--- config.mk ---
export PLATFORM = sky130hd
export DESIGN_NAME = keypad_scanner
export DESIGN_NICKNAME = d
export VERILOG_FILES = /design/src/rtl/keypad_pkg.sv /design/src/rtl/keypad_col_sync.sv /design/src/rtl/keypad_scanner.sv
export SDC_FILE = /design/constraint.sdc
export NUM_CORES = 1
export LEC_CHECK = 0
export CAP_MARGIN = 10
export CORE_MARGIN = 2
export CORE_UTILIZATION = 60
export CTS_BUF_LIST = sky130_fd_sc_hd__clkbuf_8
export DETAILED_ROUTE_END_ITERATION = 10
export GPL_ROUTABILITY_DRIVEN = 0
export PLACE_DENSITY = 0.88
export SLEW_MARGIN = 10
export SYNTH_ARGS = -nofsm -noshare
export SYNTH_HDL_FRONTEND = slang
export SYNTH_SLANG_ARGS = --single-unit
--- constraint.sdc ---
create_clock -name clk -period 5.3 [get_ports clk]
set_input_delay 1.325 -clock clk [delete_from_list [all_inputs] [get_ports clk]]
set_output_delay 1.325 -clock clk [all_outputs]
set_load 0.005 [all_outputs]
--- src/rtl/keypad_pkg.sv ---
// rtl/keypad_pkg.sv - shared state type, read-word layout and row/column helpers for the keypad scanner
package keypad_pkg;

  typedef enum logic [1:0] {SCAN, CONFIRM, HOLD, RELEASE} kp_state_e;

  localparam int CODE_LSB  = 0;
  localparam int VALID_BIT = 8;
  localparam int OVR_BIT   = 9;

  localparam logic [11:0] KEYADDR_DEFAULT = 12'h010;

  function automatic logic [3:0] row_drive(input logic [1:0] idx);
    return ~(4'b0001 << idx);
  endfunction

  function automatic logic one_low(input logic [3:0] col);
    return $countones(~col) == 1;
  endfunction

  // Only meaningful when one_low() holds for the same pattern.
  function automatic logic [1:0] low_index(input logic [3:0] col);
    logic [1:0] idx;
    idx = 2'd0;
    for (int i = 0; i < 4; i++)
      if (!col[i]) idx = 2'(i);
    return idx;
  endfunction

endpackage

--- src/rtl/keypad_col_sync.sv ---
// rtl/keypad_col_sync.sv - two-flop synchronizer for the asynchronous keypad columns
module keypad_col_sync (
  input  logic       clk,
  input  logic       rst,
  input  logic [3:0] col_async,
  output logic [3:0] col_sync
);

  logic [3:0] meta;

  always_ff @(posedge clk) begin
    if (rst) begin
      meta     <= 4'hF;
      col_sync <= 4'hF;
    end else begin
      meta     <= col_async;
      col_sync <= meta;
    end
  end

endmodule

--- src/rtl/keypad_scanner.sv ---
// rtl/keypad_scanner.sv - 4x4 keypad scan/debounce with a polled key word; KEYPAD_REPEAT_EN adds auto-repeat while held
module keypad_scanner import keypad_pkg::*; #(
  parameter logic [11:0] KEYADDR  = KEYADDR_DEFAULT,
  parameter int          SCAN_CYC = 1000,
  parameter int          DEB_CYC  = 200000
`ifdef KEYPAD_REPEAT_EN
  ,
  parameter int          REPEAT_DLY = 50000000,
  parameter int          REPEAT_PER = 10000000
`endif
) (
  input  logic        clk,
  input  logic        rst,
  input  logic        rd_ena,
  input  logic [11:0] dv_addr,
  input  logic [3:0]  key_col,
  output logic [3:0]  key_row,
  output logic [31:0] rd_data
);

  localparam int SW = $clog2(SCAN_CYC);
  localparam int DW = $clog2(DEB_CYC + 1);
  localparam logic [SW-1:0] SCAN_LAST = SW'(SCAN_CYC - 1);
  localparam logic [DW-1:0] DEB_LAST  = DW'(DEB_CYC - 1);

  kp_state_e     state;
  logic [SW-1:0] scan_cnt;
  logic [DW-1:0] deb_cnt;
  logic [1:0]    row_idx;
  logic [3:0]    col_s;
  logic [3:0]    pattern;
  logic [3:0]    cand;
  logic [3:0]    code;
  logic          valid;
  logic          overrun;
  logic          rd_sel;
  logic          latch_now;
  logic [31:0]   rd_word;

  keypad_col_sync u_col_sync (
    .clk       (clk),
    .rst       (rst),
    .col_async (key_col),
    .col_sync  (col_s)
  );

  assign rd_sel = rd_ena && (dv_addr == KEYADDR);

`ifdef KEYPAD_REPEAT_EN
  localparam int RMAX = (REPEAT_DLY > REPEAT_PER) ? REPEAT_DLY : REPEAT_PER;
  localparam int RW   = $clog2(RMAX + 1);

  logic [RW-1:0] rep_cnt;
  logic          rep_first;
  logic          rep_hit;

  assign rep_hit = (rep_cnt == (rep_first ? RW'(REPEAT_DLY - 1) : RW'(REPEAT_PER - 1)));

  // Any exit from HOLD rearms the long initial delay.
  always_ff @(posedge clk) begin
    if (rst || state != HOLD) begin
      rep_cnt   <= '0;
      rep_first <= 1'b1;
    end else if (rep_hit) begin
      rep_cnt   <= '0;
      rep_first <= 1'b0;
    end else begin
      rep_cnt <= rep_cnt + 1'b1;
    end
  end
`endif

  always_comb begin
    latch_now = 1'b0;
    if (state == CONFIRM && col_s == pattern && deb_cnt == DEB_LAST) latch_now = 1'b1;
`ifdef KEYPAD_REPEAT_EN
    if (state == HOLD && col_s != 4'hF && rep_hit) latch_now = 1'b1;
`endif
  end

  always_ff @(posedge clk) begin
    if (rst) begin
      state    <= SCAN;
      scan_cnt <= '0;
      deb_cnt  <= '0;
      row_idx  <= 2'd0;
      key_row  <= 4'b1110;
      pattern  <= 4'hF;
      cand     <= 4'd0;
    end else begin
      case (state)
        SCAN: begin
          if (scan_cnt == SCAN_LAST) begin
            scan_cnt <= '0;
            if (one_low(col_s)) begin
              cand    <= {row_idx, low_index(col_s)};
              pattern <= col_s;
              deb_cnt <= '0;
              state   <= CONFIRM;
            end else begin
              row_idx <= row_idx + 2'd1;
              key_row <= row_drive(row_idx + 2'd1);
            end
          end else begin
            scan_cnt <= scan_cnt + 1'b1;
          end
        end
        CONFIRM: begin
          if (col_s != pattern) begin
            state   <= SCAN;
            row_idx <= row_idx + 2'd1;
            key_row <= row_drive(row_idx + 2'd1);
          end else if (deb_cnt == DEB_LAST) begin
            state <= HOLD;
          end else begin
            deb_cnt <= deb_cnt + 1'b1;
          end
        end
        HOLD: begin
          if (col_s == 4'hF) begin
            deb_cnt <= '0;
            state   <= RELEASE;
          end
        end
        RELEASE: begin
          if (col_s != 4'hF) begin
            state <= HOLD;
          end else if (deb_cnt == DEB_LAST) begin
            state    <= SCAN;
            scan_cnt <= '0;
            row_idx  <= 2'd0;
            key_row  <= 4'b1110;
          end else begin
            deb_cnt <= deb_cnt + 1'b1;
          end
        end
        default: state <= SCAN;
      endcase
    end
  end

  always_comb begin
    rd_word                     = '0;
    rd_word[CODE_LSB +: 4]      = code;
    rd_word[VALID_BIT]          = valid;
    rd_word[OVR_BIT]            = overrun;
  end

  // A latch beats a same-cycle read clear; overrun is never set without valid.
  always_ff @(posedge clk) begin
    if (rst) begin
      code    <= 4'd0;
      valid   <= 1'b0;
      overrun <= 1'b0;
      rd_data <= '0;
    end else begin
      rd_data <= rd_sel ? rd_word : 32'd0;
      if (latch_now) begin
        code    <= cand;
        valid   <= 1'b1;
        overrun <= valid;
      end else if (rd_sel) begin
        valid   <= 1'b0;
        overrun <= 1'b0;
      end
    end
  end

endmodule

After elaboration in Yosys (flattened, before gate mapping)
Cells that the tools add are included.
{"block": "totals", "output_inout_bits": 36, "word_cells": 95, "ff_bits": 90}
{"block": "classes", "shifts": 1, "bitwise": 3, "n_mux": 37, "eq_ne": 21, "addsub": 6, "reduce_logical": 13}
{"cell": "$mux W18", "n": 6}
{"cell": "$pmux W18 S4", "n": 1}
{"cell": "$mux W10", "n": 3}
{"cell": "$mux W2", "n": 13}
{"cell": "$mux W4", "n": 5}
{"cell": "$pmux W10 S2", "n": 1}
{"cell": "$add A18 B1 Y18 const B", "n": 1}
{"cell": "$eq A18 B18 Y1 const B", "n": 1}
{"cell": "$ne A2 B2 Y1 const B", "n": 7}
{"cell": "$eq A12 B5 Y1 const B", "n": 1}
{"cell": "$pmux W4 S3", "n": 1}
{"cell": "$add A10 B1 Y10 const B", "n": 1}
{"cell": "$eq A10 B10 Y1 const B", "n": 1}
{"cell": "$reduce_and A5 Y1", "n": 2}
{"cell": "$not A4 Y4", "n": 2}
{"cell": "$pmux W2 S4", "n": 1}
{"cell": "$pmux W2 S3", "n": 1}
{"cell": "$reduce_and A3 Y1", "n": 2}
{"cell": "$reduce_and A6 Y1", "n": 1}
{"cell": "$mux W1", "n": 5}
{"cell": "$add A1 B1 Y2", "n": 2}
{"cell": "$eq A2 B2 Y1 const B", "n": 2}
{"cell": "$eq A4 B4 Y1", "n": 1}
{"cell": "$eq A4 B4 Y1 const B", "n": 1}
{"cell": "16 further kinds", "n": 19}

Logic depth before layout (Yosys ltp)
Gate-level depths: netlist (run 1).
{"block": "logic_depth", "word_depth": 7, "mapped_depth": 10}

Modules after synthesis
From an unflattened synthesis (run 1), not the netlist that was laid out.
{"block": "hier_totals", "hier_cells": 375, "area_unflattened_um2": 3258.1}
{"module": "keypad_scanner", "cells_each": 359, "area_per_inst_um2": 3047.9, "instances": 1, "seq_area_each_um2": 1121.1}
{"module": "keypad_col_sync", "cells_each": 16, "area_per_inst_um2": 210.2, "instances": 1, "seq_area_each_um2": 160.2}

Worst setup path after synthesis (run 1)
Ideal clock, no wire load.
{"block": "synth_path", "path_kind": "input to register", "start": "in dv_addr[7]", "end": "reg rd_data[0]", "t_required_ns": 5.241, "stages": 5, "setup_time_ns": 0.059, "slack_ns": 2.615, "arrival_ns": 2.625, "path_cell_list": "or4b_2 > nor4_1 > nand4b_1 > nor2_1 > and2_1"}
{"block": "synth_between", "elab_chain_cells": 4}
{"item": "start: declaration", "line_no": "keypad_scanner.sv:15", "rtl": "input logic [11:0] dv_addr,"}
{"item": "$eq A12 B5 Y1", "line_no": "keypad_scanner.sv:47", "rtl": "assign rd_sel = rd_ena && (dv_addr == KEYADDR);"}
{"item": "$logic_and A1 B1 Y1", "line_no": "keypad_scanner.sv:47"}
{"item": "$not A1 Y1 (no source line)"}
{"item": "$reduce_or A2 Y1 (no source line)"}
{"item": "end signal: assignment", "line_no": "keypad_scanner.sv:157", "rtl": "rd_data <= rd_sel ? rd_word : 32'd0;"}
{"item": "end: declaration", "line_no": "keypad_scanner.sv:18", "rtl": "output logic [31:0] rd_data"}
Every way passes these cells.
A chain may end at the register's enable or synchronous reset.

==> results.json, run 1 <==
{
  "outcome": "finished, final reports clean",
  "layout-drive-gt1-share": 0.09005,
  "crit_path_max_fanout": 42,
  "synth_ff_type": "dfxtp_1",
  "irDropWorstVdd_mv": 0.1419,
  "postCtsSetupBuffers": 0,
  "grt_pass1_vias": 2692,
  "clock_sinks": 64,
  "dp_hpwl_mm": 5.178,
  "worstSkewPairLatency_ns": 0.34,
  "start_kind": "primary input",
  "synth_edf_count": 0,
  "finalSetupViolCount": 0,
  "final_common_cell": "dfxtp_1",
  "skew_ns": 0.01028,
  "hold_buffers": 0,
  "synth_area_leaders": "dfxtp_1, buf_4, nand3_1",
  "nets": 446,
  "min_period_over_period": 0.6637,
  "ant_nets": 0,
  "grt_remaining_overflow": 0,
  "leakagePower_nw": 1.430,
  "async_flop_share": 0,
  "dp_slack_ns": 1.509,
  "num_antenna_cells": 0,
  "drv_cap": 0,
  "crit_path_end_kind": "register",
  "area_growth_pct": 11.25,
  "min_path_type": "register to register",
  "vias_per_cell": 6.081,
  "syn-cell-area_sq_um": 3403,
  "clockBufferDepth": 2,
  "cts_buffers": 9,
  "io_pins": 55,
  "first_iter_violations": 240,
  "finalWirelength_mm": 7.320,
  "crit_type": "primary input to register",
  "ys_ff_latch": 64,
  "ys_seq_area_frac": 0.3765,
  "hold_viol_final": 0,
  "fin_ws_ns": 1.782,
  "routedWlPerCell_um": 14.82,
  "crit_arrival_ns": 3.75,
  "grt_pass1_wl_mm": 12.03,
  "rows": 27,
  "synth_area_per_cell_sq_um": 8.508,
  "core_sq_um": 5507,
  "synth_top_area_share": 0.3765,
  "power.density_nw_per_um2": 254.8,
  "slew_violations": 0,
  "antenna_found_initial": 0,
  "worstMarginPinSlew_ns": 0.9704,
  "cts-resized-gates": 0,
  "fmax_mhz": 284.3,
  "yosys_warnings": 0,
  "mostFrequentLayoutCells": "dfxtp_1, nor2_1, clkdlybuf4s50_1",
  "dieArea_sq_um": 6291,
  "die_w_um": 79.32,
  "max_slew_margin": 0.3487,
  "min_period_ns": 3.518,
  "fin_area_sq_um": 3786,
  "tns_ns": 0,
  "grt_max_degree": 43,
  "cts_tree": "built",
  "die_height_um": 79.32,
  "synth_area_leader_cell": "dfxtp_1",
  "port-buffer-count": 28,
  "cp.required_ns": 5.54,
  "rsz0062_at_grt": "false",
  "start_util": 0.6180,
  "firstDrtPassIters": 5,
  "htreeDepth": 3,
  "cts-root-buf": "clkbuf_8",
  "clk_pin_slew_ns": 0.06,
  "final_core_util": 0.6876,
  "grt_util_all_layers": 0.2411,
  "dpl_cell_area_sq_um": 3586,
  "synth.distinct_cells": 55,
  "dr_total_vias": 3004,
  "syn_inst": 400,
  "drc": 0
}
Yosys cell counts, drive strengths merged (2+ instances only):
master / count
buf: 33
a311oi: 8
clkbuf: 15
nor4: 4
mux2i: 10
a31oi: 9
or3b: 2
a41oi: 2
or4b: 4
nor3: 6
a21oi: 19
nor3b: 4
o211a: 4
o21ai: 18
nor2: 29
and2: 9
a22oi: 2
o31ai: 2
o211ai: 5
o41ai: 2
nand4: 12
o311ai: 5
nor4b: 2
inv: 18
xnor2: 4
and4bb: 2
o221ai: 4
and3: 9
or3: 2
o22ai: 2
nand2: 27
dfxtp: 64
a21boi: 2
nand3: 24
ha: 9
nand2b: 4
nand4b: 3
or2: 9
flip-flops by register name, summed over array words and instances, names as in the netlist:
name,flops
valid,1
overrun,1
row_idx,2
u_col_sync.col_sync,4
key_row,4
u_col_sync.meta,4
rd_data,6
cand,4
deb_cnt,18
code,4
state,2
pattern,4
scan_cnt,10
routing by layer:
| metal | global-route usage | wire length (um) | up-vias |
|---|---|---|---|
| met3 | 0.05455 | 481 | 18 |
| met1 | 0.2984 | 3197 | 1415 |
| met4 | 0.1103 | 148 | 0 |
| met5 | 0 | 0 | - |
| met2 | 0.3992 | 3493 | 126 |
| li1 | - | - | 1445 |
layout make-up:
type                            count  area [sq um]
Clock buffer                       11         151.4
Clock inverter                      5         48.80
Fill cell                         443          1720
Inverter                           19         71.32
Multi-Input combinational cell    294          1856
Sequential cell                    64          1281
Tap cell                           72         90.09
Timing Repair Buffer               29         287.8
power by group:
part           switching, mW  internal (mW)  leakage, nW
registers            0.00736          0.488        0.518
clock network          0.177          0.238        0.109
logic                 0.0284         0.0263        0.802
total                  0.213          0.752         1.43
per-stage QoR:
stage	hold WS [ns]	total power, mW	std cells
floorplan	0.3895	0.5513	425
global placement	0.3922	0.5572	478
detailed placement	0.3952	0.5593	478
CTS	0.4105	0.9703	494
global route	0.4206	0.9975	494
finish	0.4078	0.9648	494
critical path, cell delays in order:
cell and delay [ns]:
clkdlybuf4s50_1 0.40, buf_4 0.26, inv_1 0.42, nand2_1 0.17, a21oi_1 0.55, nand2_1 0.25, o41ai_1 0.36
worst paths after layout:
check	slack, ns	startpoint	endpoint	cells past startpoint
min	0.41	u_col_sync.meta[1]$_SDFF_PP1_	u_col_sync.col_sync[1]$_SDFF_PP1_	1
max	1.78	rst	deb_cnt[3]$_SDFFE_PP0P_	7
min reg2reg	0.41	u_col_sync.meta[1]$_SDFF_PP1_	u_col_sync.col_sync[1]$_SDFF_PP1_	1
max reg2reg	2.28	u_col_sync.col_sync[3]$_SDFF_PP1_	deb_cnt[3]$_SDFFE_PP0P_	9
kinds of logic after synthesis:
kind of cell,count (synthesis),share of synthesized area
AOI/OAI and AO/OA,89,0.1809
buffers and inverters,67,0.1059
DFF,64,0.3765
other,1,0.001102
xor gates and xnor gates,4,0.01029
adders and majority gates,10,0.03897
muxes,10,0.02941
and+or+nand+nor,155,0.2570
No activity file was read; power rests on OpenSTA's default activity.
==> run 2, diff against run 1 <==
CORE_UTILIZATION = 55   (was 60)
PLACE_DENSITY = 0.82   (was 0.88)
clock period = 3.3 ns   (was 5.3 ns; I/O delays follow)
==> run 2 against run 1 <==
Worst setup slack worse by 1.4 ns; routed wire length is 3.1% higher; critical path depth is 2 higher; first-iteration DRC count is 16% lower; critical path type is now register to register; largest power group unchanged.
==> results.json, run 2 (synthesis gave the netlist of run 1 again) <==
{
  "outcome": "finished, final reports clean",
  "finalNonFillerCells": 505,
  "final_common_cell": "dfxtp_1",
  "fill_cells": 519,
  "routedWlPerCell_um": 14.94,
  "worstMarginPinSlew_ns": 0.5527,
  "dp_hpwl_mm": 5.234,
  "dr_total_vias": 3045,
  "final-seq-area_sq_um": 1281,
  "crit_path_max_fanout": 11,
  "worstSkewPairLatency_ns": 0.35,
  "cp.required_ns": 3.54,
  "max_slew_margin": 0.6291,
  "grt_max_degree": 42,
  "grt_pass1_vias": 2832,
  "nets": 454,
  "hold_viol_final": 0,
  "total_power_mw": 1.649,
  "rsz0062_at_grt": "false",
  "power.density_nw_per_um2": 425.3,
  "postCtsSetupBuffers": 0,
  "top_usage_layer": "met2",
  "start_util": 0.5714,
  "start_kind": "register",
  "io_pins": 55,
  "grt_util_all_layers": 0.2320,
  "grt_util_met3": 0.04783,
  "clk_pin_slew_ns": 0.08,
  "cts_buffers": 9,
  "grt_remaining_overflow": 0,
  "cts-resized-gates": 0,
  "vias_per_cell": 6.030,
  "slew_violations": 0,
  "tns_ns": 0,
  "cts-root-buf": "clkbuf_8",
  "antenna_found_initial": 0,
  "firstDrtPassIters": 7,
  "reg2reg_slack_ns": 0.38,
  "final_core_util": 0.6508,
  "crit_start": "u_col_sync.col_sync[0]$_SDFF_PP1_",
  "finalWirelength_mm": 7.547,
  "min_period_over_period": 0.8861,
  "cp_top_family": "adder cells",
  "drc": 0,
  "cpPeakStageDelay_ns": 0.55,
  "irDropWorstVdd_mv": 0.3262,
  "dp_cells": 489,
  "worst_path_most_repeated_cell": "ha_1",
  "min-delay-start": "u_col_sync.meta[2]$_SDFF_PP1_",
  "die_w_um": 82.66,
  "mostFrequentLayoutCells": "dfxtp_1, nor2_1, clkdlybuf4s50_1",
  "largest_reg_flops": 18,
  "crit_buf_inv": 1,
  "gr-usage-met2": 0.3911,
  "regMostFlops": "deb_cnt",
  "layout-drive-gt1-share": 0.1140,
  "rows": 28,
  "use_met1": 0.2869,
  "fmax_mhz": 342.0,
  "finalSetupViolCount": 0,
  "die_height_um": 82.66,
  "grt_pass1_wl_mm": 12.34,
  "min_path_type": "register to register",
  "hold_buffers": 0,
  "path_cells": "fa_1, inv_1, ha_1, ha_1, nor4b_1, nand4_1, a32o_1, or2_2, a31o_2",
  "num_antenna_cells": 0,
  "r2r_cells": 9,
  "crit_end": "deb_cnt[8]$_SDFFE_PP0P_",
  "crit_path_end_kind": "register",
  "skew_ns": 0.01819,
  "top_regs": "deb_cnt (18), scan_cnt (10), rd_data (6)",
  "core_sq_um": 5956,
  "crit_arrival_ns": 3.16,
  "port-buffer-count": 28,
  "crit-reg2reg-capture": "deb_cnt[8]$_SDFFE_PP0P_",
  "leakagePower_nw": 1.472,
  "first_iter_violations": 202,
  "dieArea_sq_um": 6833,
  "rr_startpoint": "u_col_sync.col_sync[0]$_SDFF_PP1_",
  "ant_nets": 0,
  "min_period_ns": 2.924,
  "multi_input_area_sq_um": 1856,
  "crit_type": "register to register",
  "clock_sinks": 64,
  "drv_cap": 0,
  "clockBufferDepth": 2,
  "area_growth_pct": 13.90,
  "path_depth": 9,
  "htreeDepth": 3,
  "critical_path.slowest_cell": "fa_1",
  "cts_tree": "built"
}
## run 2: cell count changes in the layout (fill, tap and decap cells not counted)
cell / before / now
inv_1: 21 / 18
clkinv_4: 0 / 2
buf_4: 1 / 9
bufinv_16: 1 / 2
inv_6: 0 / 2
clkbuf_8: 11 / 9
## run 2: how the worst min path moves through the flow
stage                                              to  slack (ns)  cells past startpoint
finish              u_col_sync.col_sync[2]$_SDFF_PP1_        0.41                      1
global route        u_col_sync.col_sync[2]$_SDFF_PP1_        0.43                      1
CTS                 u_col_sync.col_sync[2]$_SDFF_PP1_        0.41                      1
detailed placement  u_col_sync.col_sync[2]$_SDFF_PP1_        0.39                      1
global placement    u_col_sync.col_sync[2]$_SDFF_PP1_        0.39                      1
floorplan           u_col_sync.col_sync[0]$_SDFF_PP1_        0.39                      1
## run 2: layer usage
layer  up-vias  part of all wire
met5         -                 0
met4         0             0.024
met3        22             0.068
met2       120              0.48
met1      1444              0.43
li1       1459                 -
## run 2: layout make-up
cell class / count / area share
clock buffers: 9 / 0.03196
clock inverters: 7 / 0.02647
inverters: 19 / 0.01840
multi-input cells: 294 / 0.4787
flip-flops and latches: 64 / 0.3305
well taps: 75 / 0.02421
repair buffers: 37 / 0.08974
## run 2: metrics by stage
stage | worst slack [ns] | area [sq um] | hold WS [ns]
5_1_grt | 0.1942 | 3876 | 0.4256
6_report | 0.3757 | 3876 | 0.4110
2_1_floorplan | 0.6734 | 3497 | 0.3895
4_1_cts | 0.3699 | 3876 | 0.4108
3_3_place_gp | 0.4896 | 3650 | 0.3933
3_5_place_dp | 0.3962 | 3650 | 0.3923
## run 2: where the power goes
group,total (mW),internal (mW),switching [mW]
clock,0.762,0.433,0.330
sequential,0.793,0.783,0.0108
combinational,0.0929,0.0449,0.0480
total,1.65,1.26,0.389
==> run 3, diff against run 2 <==
ABC_CLOCK_PERIOD_IN_PS = 3300   (was not set)
CTS_CLUSTER_SIZE = 10   (was not set)
==> results of run 3 <==
The final DEF is identical to that of run 2; final timing and power are the same.
